[src/rtl/mod_addsub_pipe.sv]
`default_nettype none
// ============================================================================
// Module      : mod_addsub_pipe
// Description : LANES-wide 2-stage modular add/sub/neg/pass unit with
//               valid/ready flow control. Optional per-lane operand range
//               checking is enabled by defining MOD_RANGE_CHECK_EN.
// Revision    : 1.0 - initial release
// ============================================================================
module mod_addsub_pipe #(
    parameter int              WIDTH = 32,
    parameter longint unsigned MOD   = 998244353,
    parameter int              LANES = 4,
    parameter int              TAG_W = 4
) (
    input  logic                   clk,
    input  logic                   rst,
    input  logic                   in_valid,
    output logic                   in_ready,
    input  logic [1:0]             in_op,
    input  logic [LANES*WIDTH-1:0] in_a,
    input  logic [LANES*WIDTH-1:0] in_b,
    input  logic [TAG_W-1:0]       in_tag,
    output logic                   out_valid,
    input  logic                   out_ready,
    output logic [LANES*WIDTH-1:0] out_res,
    output logic [TAG_W-1:0]       out_tag,
    output logic [LANES-1:0]       out_err,
    output logic [15:0]            xfer_cnt
);

    localparam logic [1:0]       c_OP_ADD  = 2'b00;
    localparam logic [1:0]       c_OP_SUB  = 2'b01;
    localparam logic [1:0]       c_OP_NEG  = 2'b10;
    localparam logic [WIDTH:0]   c_MOD     = (WIDTH+1)'(MOD);
    localparam logic [WIDTH-1:0] c_MOD_W   = WIDTH'(MOD);

    logic             w_s2_load;
    logic             w_s1_load;
    logic             w_in_xfer;
    logic             w_s2_adv;
    logic             r_s1_valid;
    logic             r_s2_valid;
    logic [1:0]       r_s1_op;
    logic [TAG_W-1:0] r_s1_tag;
    logic [TAG_W-1:0] r_s2_tag;
    logic [15:0]      r_xfer_cnt;

    // in_ready depends only on pipe occupancy and out_ready, never on in_valid
    assign w_s2_load = !r_s2_valid || out_ready;
    assign w_s1_load = !r_s1_valid || w_s2_load;
    assign w_in_xfer = in_valid && w_s1_load;
    assign w_s2_adv  = w_s2_load && r_s1_valid;

    assign in_ready  = w_s1_load;
    assign out_valid = r_s2_valid;
    assign out_tag   = r_s2_tag;
    assign xfer_cnt  = r_xfer_cnt;

    always_ff @(posedge clk or posedge rst) begin
        if (rst) begin
            r_s1_valid <= 1'b0;
            r_s2_valid <= 1'b0;
            r_s1_op    <= 2'b00;
            r_s1_tag   <= '0;
            r_s2_tag   <= '0;
            r_xfer_cnt <= 16'd0;
        end else begin
            if (w_s1_load) begin
                r_s1_valid <= in_valid;
            end
            if (w_in_xfer) begin
                r_s1_op  <= in_op;
                r_s1_tag <= in_tag;
            end
            if (w_s2_load) begin
                r_s2_valid <= r_s1_valid;
            end
            if (w_s2_adv) begin
                r_s2_tag <= r_s1_tag;
            end
            if (r_s2_valid && out_ready) begin
                r_xfer_cnt <= r_xfer_cnt + 16'd1;
            end
        end
    end

    for (genvar gi = 0; gi < LANES; gi++) begin : g_lane
        logic [WIDTH-1:0] w_a;
        logic [WIDTH-1:0] w_b;
        logic [WIDTH:0]   w_raw;
        logic [WIDTH:0]   r_raw;
        logic             r_bz;
        logic [WIDTH-1:0] w_res;
        logic [WIDTH-1:0] r_res;

        assign w_a = in_a[gi*WIDTH +: WIDTH];
        assign w_b = in_b[gi*WIDTH +: WIDTH];

        always_comb begin
            w_raw = {1'b0, w_a};
            case (in_op)
                c_OP_ADD: w_raw = {1'b0, w_a} + {1'b0, w_b};
                c_OP_SUB: w_raw = {1'b0, w_a} - {1'b0, w_b};
                c_OP_NEG: w_raw = c_MOD - {1'b0, w_b};
                default:  w_raw = {1'b0, w_a};
            endcase
        end

`ifdef MOD_RANGE_CHECK_EN
        logic w_err;
        logic r_s1_err;
        logic r_s2_err;

        always_comb begin
            w_err = (w_a >= c_MOD_W) || (w_b >= c_MOD_W);
            case (in_op)
                c_OP_NEG: w_err = (w_b >= c_MOD_W);
                c_OP_ADD,
                c_OP_SUB: w_err = (w_a >= c_MOD_W) || (w_b >= c_MOD_W);
                default:  w_err = (w_a >= c_MOD_W);
            endcase
        end

        always_ff @(posedge clk or posedge rst) begin
            if (rst) begin
                r_s1_err <= 1'b0;
                r_s2_err <= 1'b0;
            end else begin
                if (w_in_xfer) begin
                    r_s1_err <= w_err;
                end
                if (w_s2_adv) begin
                    r_s2_err <= r_s1_err;
                end
            end
        end

        assign out_err[gi] = r_s2_err;
`endif

        // Low WIDTH bits of the WIDTH+1 sums suffice for the corrected result
        always_comb begin
            w_res = r_raw[WIDTH-1:0];
            case (r_s1_op)
                c_OP_ADD: if (r_raw >= c_MOD) w_res = r_raw[WIDTH-1:0] - c_MOD_W;
                c_OP_SUB: if (r_raw[WIDTH])   w_res = r_raw[WIDTH-1:0] + c_MOD_W;
                c_OP_NEG: if (r_bz)           w_res = '0;
                default:  w_res = r_raw[WIDTH-1:0];
            endcase
`ifdef MOD_RANGE_CHECK_EN
            if (r_s1_err) begin
                w_res = '0;
            end
`endif
        end

        always_ff @(posedge clk or posedge rst) begin
            if (rst) begin
                r_raw <= '0;
                r_bz  <= 1'b0;
                r_res <= '0;
            end else begin
                if (w_in_xfer) begin
                    r_raw <= w_raw;
                    r_bz  <= (w_b == '0);
                end
                if (w_s2_adv) begin
                    r_res <= w_res;
                end
            end
        end

        assign out_res[gi*WIDTH +: WIDTH] = r_res;
    end

`ifndef MOD_RANGE_CHECK_EN
    assign out_err = '0;
`endif

endmodule
`default_nettype wire

[config.mk]
export PLATFORM = sky130hd
export DESIGN_NAME = mod_addsub_pipe
export DESIGN_NICKNAME = d
export VERILOG_FILES = /design/src/rtl/mod_addsub_pipe.sv
export SDC_FILE = /design/constraint.sdc
export NUM_CORES = 2
export LEC_CHECK = 0
export CAP_MARGIN = 25
export CORE_MARGIN = 10
export CORE_UTILIZATION = 45
export DETAILED_ROUTE_END_ITERATION = 10
export GPL_ROUTABILITY_DRIVEN = 0
export PLACE_DENSITY_LB_ADDON = 0.25
export REMOVE_ABC_BUFFERS = 1
export SYNTH_ARGS = -nofsm -noshare
export SYNTH_HDL_FRONTEND = slang
export SYNTH_SLANG_ARGS = --single-unit
[constraint.sdc]
create_clock -name clk -period 19.8 [get_ports clk]
set_input_delay 2.97 -clock clk [delete_from_list [all_inputs] [get_ports clk]]
set_output_delay 2.97 -clock clk [all_outputs]
set_load 0.02 [all_outputs]
==> impl_metrics.py <==
metrics = {
    "detailed_routing": {
        "drt_iter0_drc": 3000,
        "wl_per_cell_um": 20.6,
        "first_pass_iters": 6,
        "wl_um": 113000,
        "ant_nets": 0,
        "viasPerCell": 6.06,
        "num_vias": 33100,
        "drc": 0,
    },
    "sta": {
        "hold_viol": 0,
        "rsz0062_at_grt": "no",
        "tns_ps": 0,
        "setup_violations": 0,
        "max_slew_margin_pct": 27.5,
        "fin_worst_skew_ps": 18.8,
        "worst_hold_slack_ps": 468,
        "slew_violations": 0,
        "tightestPinTransition_ps": 1080,
        "post-route-period-util_pct": 40.0,
        "max_freq_mhz": 126,
        "timing.final.ws_setup_ps": 11870,
        "fin_crit_ps": 7930,
    },
    "power": {
        "vdd_drop_max_mv": 0.0471,
        "power.density_nw_per_um2": 84.9,
        "leakage_nw": 14.7,
    },
    "placement": {
        "io_buffers": 415,
        "place_area_um2": 35700,
        "place_ws_ps": 11370,
        "dp.cells": 5402,
        "hpwl_um": 84000,
    },
    "clocking": {
        "tritoncts": "built",
        "cts-root-buf": "clkbuf_16",
        "cts_resized": 0,
        "postCtsSetupRepairBufs": 0,
        "clock_latency_ps": 550,
        "cts_buffer_depth": 3,
        "cts_buffers": 34,
        "clock_sinks": 292,
        "hold_buffers": 0,
        "h-tree-depth": 2,
        "path_clk_slew_ps": 60,
    },
    "yosys": {
        "yosys.area_share.simple_pct": 25.0,
        "synth_fa_ha_area_share_pct": 6.20,
        "syn_area_per_cell_um2": 7.19,
        "synth_edf_count": 0,
        "synth_compound_area_share_pct": 26.4,
        "synth_top_cell_by_area": "dfrtp_1",
        "async_reset_ff_share_pct": 100,
        "yosysTopAreaCellShare_pct": 23.3,
        "ys_warn_count": 0,
        "synth_xor_area_share_pct": 12.3,
        "ys_seq_elements": 292,
        "netlist_area_um2": 31400,
        "synthMuxAreaShare_pct": 1.61,
        "ys.flop_type": "dfrtp_1",
        "yosysUniqueCellTypes": 90,
        "yosysSeqAreaShare_pct": 23.3,
        "synth_area_leaders": "dfrtp_1 (23%), xnor2_1 (7.7%), o21ai_0 (7.7%)",
        "synth_cells": 4361,
        "synthTopCellsByCount": "nand2_1 (604), o21ai_0 (481), nor2_1 (338)",
        "yosys.cell_count.top_type": "nand2_1",
        "synth_top_family_by_area": "compound AO/OA/AOI/OAI gates",
    },
    "critical_path": {
        "cp_cell_sequence": "clkdlybuf4s50_1 > inv_1 > ha_1 > nor3b_1 > nor3b_1 > nand2_1 > nor3_1 > nor2_1 > xnor2_1 > ha_1 > and3_1 > a311o_1 > a211o_1 > a211o_1 > a41oi_1 > and2_1 > nor2_1 > or4_1 > nand3_1",
        "slowest_stage": "clkdlybuf4s50_1",
        "start_kind": "input port",
        "reg2reg_to": "g_lane[2].r_res[22]",
        "r2r_slack_ps": 15790,
        "slowest_delay_ps": 630,
        "critPathKind": "input port to flop",
        "worst-path-max-fanout": 8,
        "cp_data_arrival_time_ps": 8400,
        "reg2reg_from": "g_lane[2].r_raw[5]",
        "crit_required_ps": 20270,
        "crit_path_end_kind": "flop",
        "rr_worst_depth": 10,
    },
    "final_layout": {
        "n_antenna_cell": 0,
        "fin_area_um2": 36900,
        "area_delta_synth_final_pct": 17.7,
        "drive_above_1_share_pct": 3.57,
        "fin_cells": 5463,
        "fin_nets": 4926,
    },
    "grt": {
        "grt_util_all_layers_pct": 26.4,
        "grt_first_pass_wirelength_um": 175000,
        "grt_pass1_vias": 31000,
        "grt_start_max_net_pins": 113,
        "grt_overflow_total": 0,
        "grt_antenna_before_repair": 1,
    },
    "job": {
        "maxCapViolCount": 0,
    },
    "worst_hold_path": {
        "whs_path_depth": 2,
        "whs_endpoint": "out_tag[2]",
        "min_path_type": "flop to flop",
        "hp-start": "r_s1_tag[2]",
    },
    "status": {
        "outcome": "complete, no violations",
    },
    "floorplan": {
        "io_pins": 420,
        "core_area_um2": 68800,
        "die-area_um2": 80700,
        "die_x_um": 284,
        "rows": 96,
        "start_util_pct": 45.6,
        "fp.dieH_um": 284,
    },
}
==> power by group <==
part / switching, mW / internal, mW / leakage, nW
logic: 0.826 / 0.626 / 10.6
registers: 0.255 / 0.748 / 3.56
clock network: 0.270 / 0.410 / 0.577
total: 1.35 / 1.78 / 14.7
==> layer usage <==
layer / wire length, um / vias up / part of all wire [%] / global-route usage (%)
met2: 52300 / 1354 / 46 / 43.2
li1: - / 16000 / - / -
met1: 48100 / 15500 / 43 / 34.8
met5: 13 / - / 0.012 / 0
met3: 8670 / 212 / 7.7 / 4.63
met4: 3680 / 2 / 3.3 / 8.78
==> flip-flops by register name, summed over array words and instances, names as in the netlist <==
register      cells
r_s1_op           2
r_s1_tag          4
g_lane.r_raw    132
g_lane.r_bz       4
out_valid         1
g_lane.r_res    128
out_tag           4
r_s1_valid        1
xfer_cnt         16
==> worst max path at each step <==
| stage | start | endpoint | slack, ps | cells after the start |
|---|---|---|---|---|
| 5_1_grt | in_b[0] | g_lane[0].r_raw[29] | 11350 | 19 |
| 6_report | in_b[0] | g_lane[0].r_raw[29] | 11870 | 19 |
| 3_3_place_gp | in_b[0] | g_lane[0].r_raw[29] | 11370 | 19 |
| 3_5_place_dp | in_b[0] | g_lane[0].r_raw[29] | 11370 | 19 |
| 2_1_floorplan | rst | g_lane[0].r_bz | 8770 | 1 |
| 4_1_cts | in_b[0] | g_lane[0].r_raw[29] | 11910 | 19 |
==> worst max-delay path: cells and delay by family <==
kind / cells / cell delay [ps]
adders and majority gates: 2 / 510
AOI/OAI and AO/OA: 4 / 1300
xor gates and xnor gates: 1 / 150
buffers and inverters: 2 / 820
and+or+nand+nor: 10 / 2640
==> area by class of cell <==
class	count	area [um^2]
clock buffers	45	963
fillers	6731	31900
inverters	76	293
repair buffers	452	4430
multi-input cells	3651	22500
well taps	931	1160
clock inverters	16	224
flip-flops and latches	292	7310
==> kinds of logic (layout without fill, tap and decap cells) <==
kind of cell,Yosys count,count (layout)
and+or+nand+nor,1660,1660
DFF,292,292
muxes,49,49
xor gates and xnor gates,439,439
AOI/OAI and AO/OA,1346,1346
buffers and inverters,421,589
other,1,4
adders and majority gates,153,153
==> layout by cell type, fill, tap and decap left out, types with 72 or more instances in the layout <==
| cell | count |
|---|---|
| a31oi_1 | 78 |
| ha_1 | 149 |
| a21o_1 | 86 |
| xnor2_1 | 275 |
| nand2_1 | 600 |
| dfrtp_1 | 290 |
| xor2_1 | 164 |
| nor2_1 | 334 |
| inv_1 | 72 |
| nor3_1 | 142 |
| clkdlybuf4s50_1 | 413 |
| a21oi_1 | 314 |
| o21ai_0 | 480 |
| nand3_1 | 141 |
==> through the flow <==
step | power (mW) | utilization, %
finish | 3.13 | 53.6
global route | 3.33 | 53.6
CTS | 3.13 | 53.6
detailed placement | 2.44 | 51.9
global placement | 2.42 | 51.9
floorplan | 1.82 | -
Note: power is estimated with default switching activity, not from simulation.
